File: src/rtl/cacheline_adapter_if.sv
// Handshake bundle joining the cache dfp port, the line adapter and the banked memory bus.
interface cacheline_adapter_if #(
  parameter int LINE_BITS = 256,
  parameter int BEAT_BITS = 64
);
  logic [31:0]          dfp_addr;
  logic                 dfp_read;
  logic                 dfp_write;
  logic [LINE_BITS-1:0] dfp_wdata;
  logic [LINE_BITS-1:0] dfp_rdata;
  logic                 dfp_resp;
  logic [31:0]          bmem_addr;
  logic                 bmem_read;
  logic                 bmem_write;
  logic [BEAT_BITS-1:0] bmem_wdata;
  logic                 bmem_ready;
  logic [BEAT_BITS-1:0] bmem_rdata;
  logic                 bmem_rvalid;

  // master: the adapter, answering the cache and driving the memory burst
  modport master (
    input  dfp_addr, dfp_read, dfp_write, dfp_wdata,
    input  bmem_ready, bmem_rdata, bmem_rvalid,
    output dfp_rdata, dfp_resp,
    output bmem_addr, bmem_read, bmem_write, bmem_wdata
  );

  modport slave (
    output dfp_addr, dfp_read, dfp_write, dfp_wdata,
    output bmem_ready, bmem_rdata, bmem_rvalid,
    input  dfp_rdata, dfp_resp,
    input  bmem_addr, bmem_read, bmem_write, bmem_wdata
  );
endinterface

File: src/rtl/cacheline_adapter.sv
// Splits 256-bit cache line reads/writes into 4-beat 64-bit memory bursts and back.
// Define CLADAPT_PERF_CNT_EN to add the perf_rd_lines/perf_wr_lines/perf_stall_cycles counters.
module cacheline_adapter #(
  parameter int LINE_BITS   = 256,
  parameter int BEAT_BITS   = 64,
  parameter int BEATS       = 4,
  parameter int OFFSET_BITS = 5
) (
  input  logic                clk,
  input  logic                rst,
`ifdef CLADAPT_PERF_CNT_EN
  output logic [31:0]         perf_rd_lines,
  output logic [31:0]         perf_wr_lines,
  output logic [31:0]         perf_stall_cycles,
`endif
  cacheline_adapter_if.master bus
);

  localparam int CNT_BITS = $clog2(BEATS);

  typedef enum logic [2:0] {IDLE, RD_REQ, RD_DATA, WR_DATA, DONE} state_t;

  state_t                          state;
  logic [CNT_BITS-1:0]             cnt;
  logic [BEATS-1:0][BEAT_BITS-1:0] line_buf;
  logic [BEATS-1:0][BEAT_BITS-1:0] rd_line;
  logic                            rd_last;
  logic                            wr_last;

  // The final read beat goes straight into dfp_rdata, so the previous line stays visible until then.
  always_comb begin
    rd_line      = line_buf;
    rd_line[cnt] = bus.bmem_rdata;
  end

  // A write burst is over once the counter has wrapped back to 0 with bmem_write still up.
  assign rd_last = (state == RD_DATA) && bus.bmem_rvalid && (cnt == CNT_BITS'(BEATS - 1));
  assign wr_last = (state == WR_DATA) && bus.bmem_write && (cnt == '0);

  always_ff @(posedge clk) begin
    if (rst) begin
      state          <= IDLE;
      cnt            <= '0;
      line_buf       <= '0;
      bus.dfp_rdata  <= '0;
      bus.dfp_resp   <= 1'b0;
      bus.bmem_addr  <= '0;
      bus.bmem_read  <= 1'b0;
      bus.bmem_write <= 1'b0;
      bus.bmem_wdata <= '0;
    end else begin
      case (state)
        IDLE: begin
          if (bus.dfp_write) begin
            bus.bmem_addr <= {bus.dfp_addr[31:OFFSET_BITS], OFFSET_BITS'(0)};
            line_buf      <= bus.dfp_wdata;
            cnt           <= '0;
            state         <= WR_DATA;
          end else if (bus.dfp_read) begin
            bus.bmem_addr <= {bus.dfp_addr[31:OFFSET_BITS], OFFSET_BITS'(0)};
            bus.bmem_read <= 1'b1;
            state         <= RD_REQ;
          end
        end
        RD_REQ: begin
          if (bus.bmem_ready) begin
            bus.bmem_read <= 1'b0;
            cnt           <= '0;
            state         <= RD_DATA;
          end
        end
        RD_DATA: begin
          if (bus.bmem_rvalid) begin
            line_buf[cnt] <= bus.bmem_rdata;
            cnt           <= cnt + 1'b1;
          end
          if (rd_last) begin
            bus.dfp_rdata <= LINE_BITS'(rd_line);
            bus.dfp_resp  <= 1'b1;
            state         <= DONE;
          end
        end
        WR_DATA: begin
          if (wr_last) begin
            bus.bmem_write <= 1'b0;
            bus.dfp_resp   <= 1'b1;
            state          <= DONE;
          end else if (bus.bmem_write || bus.bmem_ready) begin
            bus.bmem_write <= 1'b1;
            bus.bmem_wdata <= line_buf[cnt];
            cnt            <= cnt + 1'b1;
          end
        end
        DONE: begin
          bus.dfp_resp <= 1'b0;
          state        <= IDLE;
        end
        default: state <= IDLE;
      endcase
    end
  end

`ifdef CLADAPT_PERF_CNT_EN
  logic burst_wait;

  assign burst_wait = ((state == RD_REQ) || ((state == WR_DATA) && !bus.bmem_write)) && !bus.bmem_ready;

  // Line counters step on the edge entering DONE so the new value is visible during the resp cycle.
  always_ff @(posedge clk) begin
    if (rst) begin
      perf_rd_lines     <= '0;
      perf_wr_lines     <= '0;
      perf_stall_cycles <= '0;
    end else begin
      if (rd_last)    perf_rd_lines     <= perf_rd_lines + 32'd1;
      if (wr_last)    perf_wr_lines     <= perf_wr_lines + 32'd1;
      if (burst_wait) perf_stall_cycles <= perf_stall_cycles + 32'd1;
    end
  end
`endif

endmodule
File: src/flat_wrapper.sv
// flat-port wrapper written by rule: the top's interface ports become plain ports
module cacheline_adapter_flat 
#(
  parameter int LINE_BITS   = 256,
  parameter int BEAT_BITS   = 64,
  parameter int BEATS       = 4,
  parameter int OFFSET_BITS = 5
)
  (clk, rst, bus_dfp_addr, bus_dfp_read, bus_dfp_write, bus_dfp_wdata, bus_bmem_ready, bus_bmem_rdata, bus_bmem_rvalid, bus_dfp_rdata, bus_dfp_resp, bus_bmem_addr, bus_bmem_read, bus_bmem_write, bus_bmem_wdata);
  cacheline_adapter_if #(.LINE_BITS(LINE_BITS), .BEAT_BITS(BEAT_BITS)) bus_i ();
  input  logic clk;
  input  logic rst;
  input wire logic [$bits(bus_i.dfp_addr)-1:0] bus_dfp_addr;
  input wire logic [$bits(bus_i.dfp_read)-1:0] bus_dfp_read;
  input wire logic [$bits(bus_i.dfp_write)-1:0] bus_dfp_write;
  input wire logic [$bits(bus_i.dfp_wdata)-1:0] bus_dfp_wdata;
  input wire logic [$bits(bus_i.bmem_ready)-1:0] bus_bmem_ready;
  input wire logic [$bits(bus_i.bmem_rdata)-1:0] bus_bmem_rdata;
  input wire logic [$bits(bus_i.bmem_rvalid)-1:0] bus_bmem_rvalid;
  output wire logic [$bits(bus_i.dfp_rdata)-1:0] bus_dfp_rdata;
  output wire logic [$bits(bus_i.dfp_resp)-1:0] bus_dfp_resp;
  output wire logic [$bits(bus_i.bmem_addr)-1:0] bus_bmem_addr;
  output wire logic [$bits(bus_i.bmem_read)-1:0] bus_bmem_read;
  output wire logic [$bits(bus_i.bmem_write)-1:0] bus_bmem_write;
  output wire logic [$bits(bus_i.bmem_wdata)-1:0] bus_bmem_wdata;
  assign bus_i.dfp_addr = bus_dfp_addr;
  assign bus_i.dfp_read = bus_dfp_read;
  assign bus_i.dfp_write = bus_dfp_write;
  assign bus_i.dfp_wdata = bus_dfp_wdata;
  assign bus_i.bmem_ready = bus_bmem_ready;
  assign bus_i.bmem_rdata = bus_bmem_rdata;
  assign bus_i.bmem_rvalid = bus_bmem_rvalid;
  assign bus_dfp_rdata = bus_i.dfp_rdata;
  assign bus_dfp_resp = bus_i.dfp_resp;
  assign bus_bmem_addr = bus_i.bmem_addr;
  assign bus_bmem_read = bus_i.bmem_read;
  assign bus_bmem_write = bus_i.bmem_write;
  assign bus_bmem_wdata = bus_i.bmem_wdata;
  cacheline_adapter #(.LINE_BITS(LINE_BITS), .BEAT_BITS(BEAT_BITS), .BEATS(BEATS), .OFFSET_BITS(OFFSET_BITS)) u_core (.clk(clk), .rst(rst), .bus(bus_i));
endmodule
File: config.mk
export PLATFORM = sky130hd
export DESIGN_NAME = cacheline_adapter_flat
export DESIGN_NICKNAME = d
export VERILOG_FILES = /design/src/rtl/cacheline_adapter_if.sv /design/src/rtl/cacheline_adapter.sv /design/src/flat_wrapper.sv
export SDC_FILE = /design/constraint.sdc
export NUM_CORES = 1
export LEC_CHECK = 0
export CAP_MARGIN = 20
export CORE_MARGIN = 2
export CORE_UTILIZATION = 30
export CTS_CLUSTER_DIAMETER = 50
export DETAILED_ROUTE_END_ITERATION = 8
export PLACE_DENSITY_LB_ADDON = 0.25
export SLEW_MARGIN = 40
export SYNTH_ARGS = -nofsm -noshare
export SYNTH_HDL_FRONTEND = slang
export SYNTH_SLANG_ARGS = --single-unit
File: constraint.sdc
create_clock -name clk -period 5.8 [get_ports clk]
set_input_delay 1.74 -clock clk [delete_from_list [all_inputs] [get_ports clk]]
set_output_delay 1.74 -clock clk [all_outputs]
set_load 0.01 [all_outputs]
==> results of run 1 <==
-- through the flow --
| stage | area (µm²) | hold WS (ps) | setup slack, ps | util, % |
|---|---|---|---|---|
| after CTS | 39330 | 453.1 | 2047 | 42.33 |
| after floorplan | 28060 | 441.1 | 2921 | - |
| after detailed placement | 35920 | 446.1 | 1690 | 38.66 |
| after global placement | 35870 | 441.6 | 1713 | 38.60 |
| final | 39410 | 451.1 | 2026 | 42.42 |
| after global routing | 39410 | 466.2 | 1921 | 42.42 |
-- cell usage after synthesis, types with 2 or more instances --
cell type  instances  area [µm²]
nand2_1          702        2635
dfxtp_1          611       12230
a21oi_1          351        1757
nor2_1           261       979.7
mux2i_1          259        2592
o211ai_1         256        1922
a211oi_2         149        1864
clkbuf_1         122       457.9
buf_2            119       595.6
a211oi_1         109       818.3
mux4_2            64        1441
buf_4             32       240.2
buf_1             20       75.07
buf_6             15       168.9
ha_1               4       50.05
inv_1              4       15.01
nor3b_1            4       30.03
nor2b_1            3       18.77
nor3_1             3       15.01
a31oi_1            2       12.51
and3b_1            2       17.52
nand2b_1           2       12.51
-- flip-flops by register name, indices dropped and copies added (netlist names) --
register	flops
u_core.bus.dfp_rdata	256
u_core.bus.bmem_write	1
u_core.line_buf	256
u_core.bus.bmem_addr	27
u_core.state	3
u_core.cnt	2
u_core.bus.dfp_resp	1
u_core.bus.bmem_read	1
u_core.bus.bmem_wdata	64
-- worst max-delay path: stages, from the launching register on --
cell      delay [ps]
dfxtp_4          890
buf_4            770
ha_4             540
buf_12           350
mux2i_1          600
nand2_1          120
o211ai_1         120
a21oi_1           90
-- worst max path at each step --
stage | from | endpoint | slack [ps] | cells past startpoint
floorplan | rst | u_core.bus.dfp_rdata[121] | 2920 | 4
global placement | bus_dfp_write | u_core.line_buf[173] | 1710 | 6
detailed placement | bus_dfp_write | u_core.line_buf[174] | 1690 | 6
CTS | u_core.cnt[1] | u_core.line_buf[191] | 2050 | 7
global route | u_core.cnt[1] | u_core.line_buf[191] | 1920 | 7
finish | u_core.cnt[1] | u_core.line_buf[191] | 2030 | 7
-- per-layer routing --
metal / GRT usage, % / vias to the layer above / wire length (µm)
li1: - / 12190 / -
met1: 28.05 / 12050 / 46690
met2: 33.87 / 787 / 50430
met3: 5.342 / 191 / 7509
met4: 9.957 / 12 / 3994
met5: 0.5056 / - / 128
-- report_power, final --
| group | internal, W | total, W | switching [W] |
|---|---|---|---|
| registers | 0.00486 | 0.00538 | 0.000519 |
| clock network | 0.00397 | 0.00617 | 0.00220 |
| logic | 0.00188 | 0.00484 | 0.00296 |
| total | 0.0107 | 0.0164 | 0.00568 |
-- logic make-up after synthesis --
kind of cell	Yosys count
other cells	1
fa+ha+maj	4
mux	323
compound gates	875
simple gates	981
buf+inv	312
flops	611
-- layout by cell type (no fill, tap or decap), types with 2 or more instances in the layout --
cell type	Yosys	final
a211oi_1	109	109
a211oi_2	149	149
a21oi_1	351	351
a31oi_1	2	2
and3b_1	2	2
buf_12	0	25
buf_4	32	22
buf_6	15	3
bufinv_16	0	17
clkbuf_1	122	10
clkbuf_16	0	97
clkbuf_8	0	11
clkdlybuf4s50_1	0	701
clkinv_2	0	14
clkinv_4	0	4
clkinvlp_4	0	6
conb_1	1	5
dfxtp_1	611	609
dfxtp_4	0	2
diode_2	0	22
ha_4	0	4
inv_1	4	4
inv_6	0	14
mux2i_1	259	259
mux4_2	64	64
nand2_1	702	702
nand2b_1	2	2
nor2_1	261	261
nor2b_1	3	2
nor3_1	3	2
nor3b_1	4	3
o211ai_1	256	256
-- final cells by class --
| class | instances | area, µm² | share of cell area [%] |
|---|---|---|---|
| repair buffers | 753 | 7759 | 19.69 |
| clock inverters | 56 | 794.5 | 2.016 |
| multi-input cells | 2188 | 14360 | 36.44 |
| well taps | 1254 | 1569 | 3.981 |
| inverters | 4 | 15.01 | 0.03810 |
| clock buffers | 118 | 2616 | 6.639 |
| diodes | 22 | 55.05 | 0.1397 |
| flip-flops and latches | 611 | 12240 | 31.06 |
==> results.toml, run 1 <==
[status]
status = "completed"

[timing]
clock.fmax_mhz = 265.0
period_share_pct = 65.07
final.setup.tns_ps = 0
worst_pin_slew_ps = 945.5
relSlewSlack_pct = 36.97
drv_slew = 0
fin_skew_ps = 22.26
setup_violations = 0
rsz0062_at_grt = "no"
finalHoldViolCount = 0
finalCriticalPeriod_ps = 3774

[clock_tree]
hold_buffers = 0
clk_latency_ps = 660
cts_made_buffers = 95
cts.sinks = 611
cts.path.max_buffers = 3
cts_setup_buffers = 0
cts_tree = "built"
htreeDepth = 3
root_buffer = "clkbuf_16"
cts_resized = 0
clk_pin_slew_ps = 60

[global_route]
antenna_found_initial = 26
gr-total-overflow = 0
grt_pass1_wl_um = 157400
grt_pass1_vias = 23840
grt_start_max_net_pins = 180
track_usage_pct = 21.67

[die]
die-area_um2 = 95930
start_util_pct = 30.18
die_w_um = 309.7
fp.coreArea_um2 = 92910
boundaryPins = 713
rows = 112
die_y_um = 309.7

[worst_setup_path]
cp-start-kind = "register"
crit_required_ps = 6310
critical_path_peak_fanout = 37
endpoint_kind = "register"
reg2reg_to = "u_core.line_buf[191]"
rrSetupSlack_ps = 2030
rr_worst_depth = 7
rr_startpoint = "u_core.cnt[1]"
critPathArrivalTime_ps = 4290
critPathKind = "reg -> reg"

[synthesis]
synth_top_family_by_area = "compound AO/OA/AOI/OAI gates"
synth-compound-area-share_pct = 22.94
yosysSeqAreaShare_pct = 43.62
synth_xor_xnor_area_share_pct = 0
synthMuxAreaShare_pct = 14.39
synth_fa_ha_area_share_pct = 0.1785
netlist_instances = 3107
synthArstFlopShare_pct = 0
ys_warn_count = 0
syn_area_um2 = 28040
synth_edf_count = 0
yosys.area_share.simple_pct = 13.32
ys_seq_elements = 611
avgSynthCellArea_um2 = 9.025
synth_cell_types = 35
ys.flop_type = "dfxtp_1"

[drt]
drt_drc_violations_left = 0
avgViaCountPerCell = 5.040
ant_nets = 0
wirelength_um = 108700
wl_per_cell_um = 21.72
vias = 25230
drtIter0Drc = 1893
firstDrtPassIters = 6

[finish]
nFillCells = 9143
layout-drive-gt1-share_pct = 11.88
synthToLayoutAreaGrowth_pct = 40.55
fin_cells = 5006
nets = 4015

[power_and_ir_drop]
p_leak_nw = 12.66
peakVddDrop_v = 0.0004333
cellPowerDensity_nw_per_um2 = 416.0
p_total_w = 0.01640

[placement]
io_buffer_count = 702
gp_congestion = 0.8316
hpwl_um = 71650
dp.cells = 4809

[min_path]
hp-class = "reg -> reg"
hold_end = "u_core.bus.bmem_addr[27]"
worstHoldStart = "u_core.bus.bmem_addr[27]"
hold_path_depth = 2

[job]
cap_violations = 0
No activity file was read; power rests on OpenSTA's default activity.
==> run 2: changes to the inputs <==
clock period = 3.8 ns   (was 5.8 ns; I/O delays follow)
==> run 2 against run 1 <==
  * Utilization grew 0.23 points
  * Global-route usage grew 0.32 points
  * Critical path depth shrank 6
  * First-iteration DRC count grew 1.6%
  * Register-to-register slack lost 870 ps
  * Worst hold slack is essentially flat
  * Sequential share of layout area shrank 0.17 points
  * Worst setup slack lost 1200 ps
  * Total power grew 52%
  * Sequential power grew 53%
  * Largest cell class unchanged
  * Largest power group unchanged
==> results.toml, run 2 (synthesis gave the netlist of run 1 again) <==
[finish]
synthToLayoutAreaGrowth_pct = 41.31
nFillCells = 9090
layout-drive-gt1-share_pct = 12.67
seqCellArea_um2 = 12240
nets = 4055
final_common_cell = "nand2_1"
layout_common_cells = "702 x nand2_1, 701 x clkdlybuf4s50_1, 609 x dfxtp_1"
multi_input_area_um2 = 14360
top_regs = "u_core.bus.dfp_rdata x256, u_core.line_buf x256, u_core.bus.bmem_wdata x64"

[drt]
ant_nets = 0
drtIter0Drc = 1923
wirelength_um = 110000
firstDrtPassIters = 6
vias = 25570
drt_drc_violations_left = 0
wl_per_cell_um = 21.84
avgViaCountPerCell = 5.076
routed-wl-met2_um = 51110
dr_wl_met3_um = 7006
top_layer_used = "met5"
met1_length_um = 47700

[clock_tree]
cts_made_buffers = 91
clk_pin_slew_ps = 60
cts.sinks = 611
htreeDepth = 3
cts_resized = 0
clk_latency_ps = 650
cts_setup_buffers = 0
hold_buffers = 0
cts_tree = "built"
cts.path.max_buffers = 3
root_buffer = "clkbuf_16"

[timing]
period_share_pct = 77.22
drv_slew = 0
relSlewSlack_pct = 40.97
finalHoldViolCount = 0
final.setup.tns_ps = 0
clock.fmax_mhz = 340.8
finalCriticalPeriod_ps = 2934
fin_skew_ps = 15.51
setup_violations = 0
finalWorstSetupSlack_ps = 865.7
rsz0062_at_grt = "no"
worst_pin_slew_ps = 885.4

[power_and_ir_drop]
peakVddDrop_v = 0.0004249
p_leak_nw = 12.79
cellPowerDensity_nw_per_um2 = 627.3

[die]
rows = 112
die-area_um2 = 95930
boundaryPins = 713
die_y_um = 309.7
start_util_pct = 30.18
die_w_um = 309.7
fp.coreArea_um2 = 92910

[worst_setup_path]
cp_slowest_cell = "clkdlybuf4s50_1"
critPathKind = "reg -> out"
critPathArrivalTime_ps = 1790
endpoint_kind = "primary output"
crit_required_ps = 2660
critical_path.top_delay_family = "buffers and inverters"
crit_chain = "clkdlybuf4s50_1"
path_buf_inv = 1
cp-start-kind = "register"
max_stage_delay_ps = 810
critical_path_peak_fanout = 2

[status]
status = "completed"

[min_path]
hp-class = "reg -> reg"

[global_route]
grt_pass1_vias = 24480
grt_pass1_wl_um = 160100
antenna_found_initial = 26
grt_start_max_net_pins = 125
gr-total-overflow = 0
track_usage_pct = 21.99

[placement]
hpwl_um = 74540
dp_slack_ps = 491.9
io_buffer_count = 702
gp_congestion = 0.8294

[job]
cap_violations = 0
==> run 2: cell types whose count changed in the layout (fill, tap and decap cells not counted), moves of 2 or more <==
cell / delta
clkinvlp_4: +6
buf_4: +42
clkbuf_16: -3
inv_6: -7
buf_12: +6
buf_6: -3
diode_2: -3
bufinv_16: -2
clkinv_2: -7
==> run 2: metal layers <==
metal	up-vias	global-route usage, %
li1	12260	-
met1	12270	28.77
met2	843	34.85
met3	190	4.925
met4	12	9.212
met5	-	0
==> run 2: path summary, 6_finish.rpt <==
path                                                start                   endpoint  slack (ps)  depth (start not counted)
worst max-delay path            u_core.bus.dfp_rdata[161]         bus_dfp_rdata[161]         870                          1
worst min-delay path            u_core.bus.bmem_wdata[54]  u_core.bus.bmem_wdata[54]         450                          2
worst max register to register            u_core.state[1]        u_core.line_buf[57]        1160                          6
worst min register to register  u_core.bus.bmem_wdata[54]  u_core.bus.bmem_wdata[54]         450                          2
==> run 2: where the power goes <==
part           leakage, nW  internal, W  switching [W]
logic                 6.26      0.00298        0.00456
clock network         1.56      0.00579        0.00327
registers             4.97      0.00742       0.000819
total                 12.8       0.0162        0.00866
==> run 2: layout make-up <==
type,count,area share (%)
Antenna cell,19,0.1200
Clock buffer,117,6.458
Clock inverter,48,1.762
Inverter,4,0.03789
Multi-Input combinational cell,2188,36.25
Sequential cell,611,30.89
Tap cell,1254,3.960
Timing Repair Buffer,797,20.53
==> run 2: worst min-delay path, cell delays in order, from the launching register on <==
cell	delay [ps]
dfxtp_1	300
nand2_1	50
a21oi_1	50
==> run 2: per-stage QoR <==
stage	util [%]	area [µm²]	power [W]	std cells	hold slack, ps
global route	42.65	39620	0.02617	5038	464.4
floorplan	-	28060	0.01326	3111	441.1
detailed placement	39.09	36320	0.01586	4854	445.6
global placement	39.07	36300	0.01578	4853	442.0
CTS	42.60	39580	0.02498	5019	452.8
finish	42.65	39620	0.02485	5038	451.1
==> run 3: changes to the inputs <==
clock period = 2.57 ns   (was 3.8 ns; I/O delays follow)
==> run 3 against run 2 <==
  * Count of clock-buffer cells in the layout fell by 3
  * Worst hold slack about the same
  * Sequential share of layout area decreased by 0.44 points
  * Clock power up 46%
  * Worst setup slack worse by 760 ps
  * Via count about the same
  * Non-clock buffer count increased by 38
  * Critical endpoint is now bus_dfp_rdata[225]
==> results.toml, run 3 (synthesis gave the netlist of run 1 again) <==
[finish]
layout_common_cells = "702 x nand2_1, 698 x clkdlybuf4s50_1, 609 x dfxtp_1"
top_regs = "u_core.bus.dfp_rdata x256, u_core.line_buf x256, u_core.bus.bmem_wdata x64"
final_common_cell = "nand2_1"
synthToLayoutAreaGrowth_pct = 43.33
stdcell_area_um2 = 40190
nFillCells = 9118
nets = 4093
layout-drive-gt1-share_pct = 13.62

[worst_setup_path]
endpoint_kind = "primary output"
crit_required_ps = 1800
rrSetupSlack_ps = 410
path_depth = 1
max_stage_delay_ps = 640
path_buf_inv = 1
critPathArrivalTime_ps = 1700
cp-start-kind = "register"
critical_path.top_delay_family = "buffers and inverters"
endpoint = "bus_dfp_rdata[225]"
rr_worst_depth = 7
crit_chain = "clkdlybuf4s50_1"
cp_slowest_cell = "clkdlybuf4s50_1"
rr_startpoint = "u_core.cnt[0]"
critPathKind = "reg -> out"
critical_path_peak_fanout = 2
reg2reg_to = "u_core.line_buf[20]"
crit_start = "u_core.bus.dfp_rdata[225]"

[drt]
vias = 25560
drt_drc_violations_left = 0
firstDrtPassIters = 5
wl_per_cell_um = 21.41
avgViaCountPerCell = 5.043
wirelength_um = 108500
ant_nets = 0
drtIter0Drc = 1894

[clock_tree]
cts_made_buffers = 91
cts.sinks = 611
clk_pin_slew_ps = 60
htreeDepth = 3
cts_setup_buffers = 0
cts_tree = "built"
clk_latency_ps = 650
cts.path.max_buffers = 3
hold_buffers = 0
root_buffer = "clkbuf_16"

[placement]
io_buffer_count = 702
dp_slack_ps = -29.55
placed_area_um2 = 36930
gp_congestion = 0.8495
hpwl_um = 76760

[power_and_ir_drop]
p_comb_share_pct = 31.8
power.switching_w = 0.01291
peakVddDrop_v = 0.0005232
netSwitchingFraction_pct = 34.76
p_int_w = 0.02423
power_frac_clock_pct = 35.6
cellPowerDensity_nw_per_um2 = 923.9
pwr-share-seq_pct = 32.6
p_leak_nw = 13.08

[timing]
worst_pin_slew_ps = 811.0
clock.fmax_mhz = 405.3
drv_slew = 0
finalHoldViolCount = 0
period_share_pct = 96.00
finalCriticalPeriod_ps = 2467
setup_violations = 0
fin_skew_ps = 25.14
final.setup.tns_ps = 0
relSlewSlack_pct = 45.94
rsz0062_at_grt = "no"
finalWorstSetupSlack_ps = 102.8

[global_route]
grt_pass1_vias = 24540
grt_pass1_wl_um = 159100
track_usage_pct = 21.72
grt_start_max_net_pins = 100
antenna_found_initial = 15
gr-total-overflow = 0

[die]
die-area_um2 = 95930
die_w_um = 309.7
rows = 112
die_y_um = 309.7
fp.coreArea_um2 = 92910
start_util_pct = 30.18
boundaryPins = 713

[job]
cap_violations = 0

[min_path]
hp-class = "reg -> reg"

[status]
status = "completed"
run 3: cell count changes in the layout (fill, tap and decap cells not counted), moves of 2 or more:
| cell | previous run | this run |
|---|---|---|
| buf_12 | 31 | 58 |
| buf_4 | 64 | 74 |
| diode_2 | 19 | 10 |
| clkinvlp_4 | 12 | 16 |
| clkdlybuf4s50_1 | 701 | 698 |
| clkinv_2 | 7 | 10 |
| dlygate4sd2_1 | 0 | 3 |
| bufinv_16 | 15 | 13 |
| clkbuf_1 | 11 | 9 |
| clkbuf_8 | 12 | 10 |
| clkinv_4 | 5 | 7 |
run 3: worst min-delay path by stage:
stage               depth (start not counted)                       end  slack, ps                startpoint
floorplan                                   2      u_core.line_buf[128]        440      u_core.line_buf[128]
global placement                            2  u_core.bus.bmem_addr[24]        440  u_core.bus.bmem_addr[24]
detailed placement                          2  u_core.bus.bmem_wdata[0]        450  u_core.bus.bmem_wdata[0]
CTS                                         2  u_core.bus.bmem_wdata[0]        450  u_core.bus.bmem_wdata[0]
global route                                2  u_core.bus.bmem_wdata[0]        470  u_core.bus.bmem_wdata[0]
finish                                      2  u_core.bus.bmem_wdata[0]        450  u_core.bus.bmem_wdata[0]
run 3: routing by layer:
layer / GRT usage, % / wire [µm]
met1: 28.21 / 46300
met2: 35.72 / 52400
met3: 4.392 / 7077
met4: 7.609 / 2687
met5: 0 / 55
run 3: repair_timing:
item / CTS / global route
setup endpoints to repair: 3 / 0
resized for setup: 3 / 0
endpoints found under the hold margin: 0 / 0
run 3: stage by stage:
| step | total power [W] | cells | hold WS (ps) | utilization [%] |
|---|---|---|---|---|
| after CTS | 0.03737 | 5057 | 452.6 | 43.21 |
| after detailed placement | 0.02403 | 4891 | 445.3 | 39.74 |
| after floorplan | 0.01960 | 3111 | 441.1 | - |
| after global placement | 0.02394 | 4891 | 442.2 | 39.74 |
| final | 0.03713 | 5068 | 451.1 | 43.26 |
| after global routing | 0.03908 | 5068 | 469.1 | 43.26 |
run 3: power by group through the flow:
stage               sequential (W)  clock (W)  combinational [W]
floorplan                   0.0120          0            0.00765
global placement            0.0122          0             0.0117
detailed placement          0.0123          0             0.0118
CTS                         0.0121     0.0135             0.0118
global route                0.0123     0.0139             0.0129
finish                      0.0121     0.0132             0.0118
run 3: final cells by class:
type                    count  area, µm²  share of cell area, %
diodes                     10      25.02                0.06226
clock buffers             114       2549                  6.342
clock inverters            52      674.4                  1.678
inverters                   4      15.01                0.03736
multi-input cells        2188      14360                  35.74
flip-flops and latches    611      12240                  30.45
well taps                1254       1569                  3.904
repair buffers            835       8756                  21.79
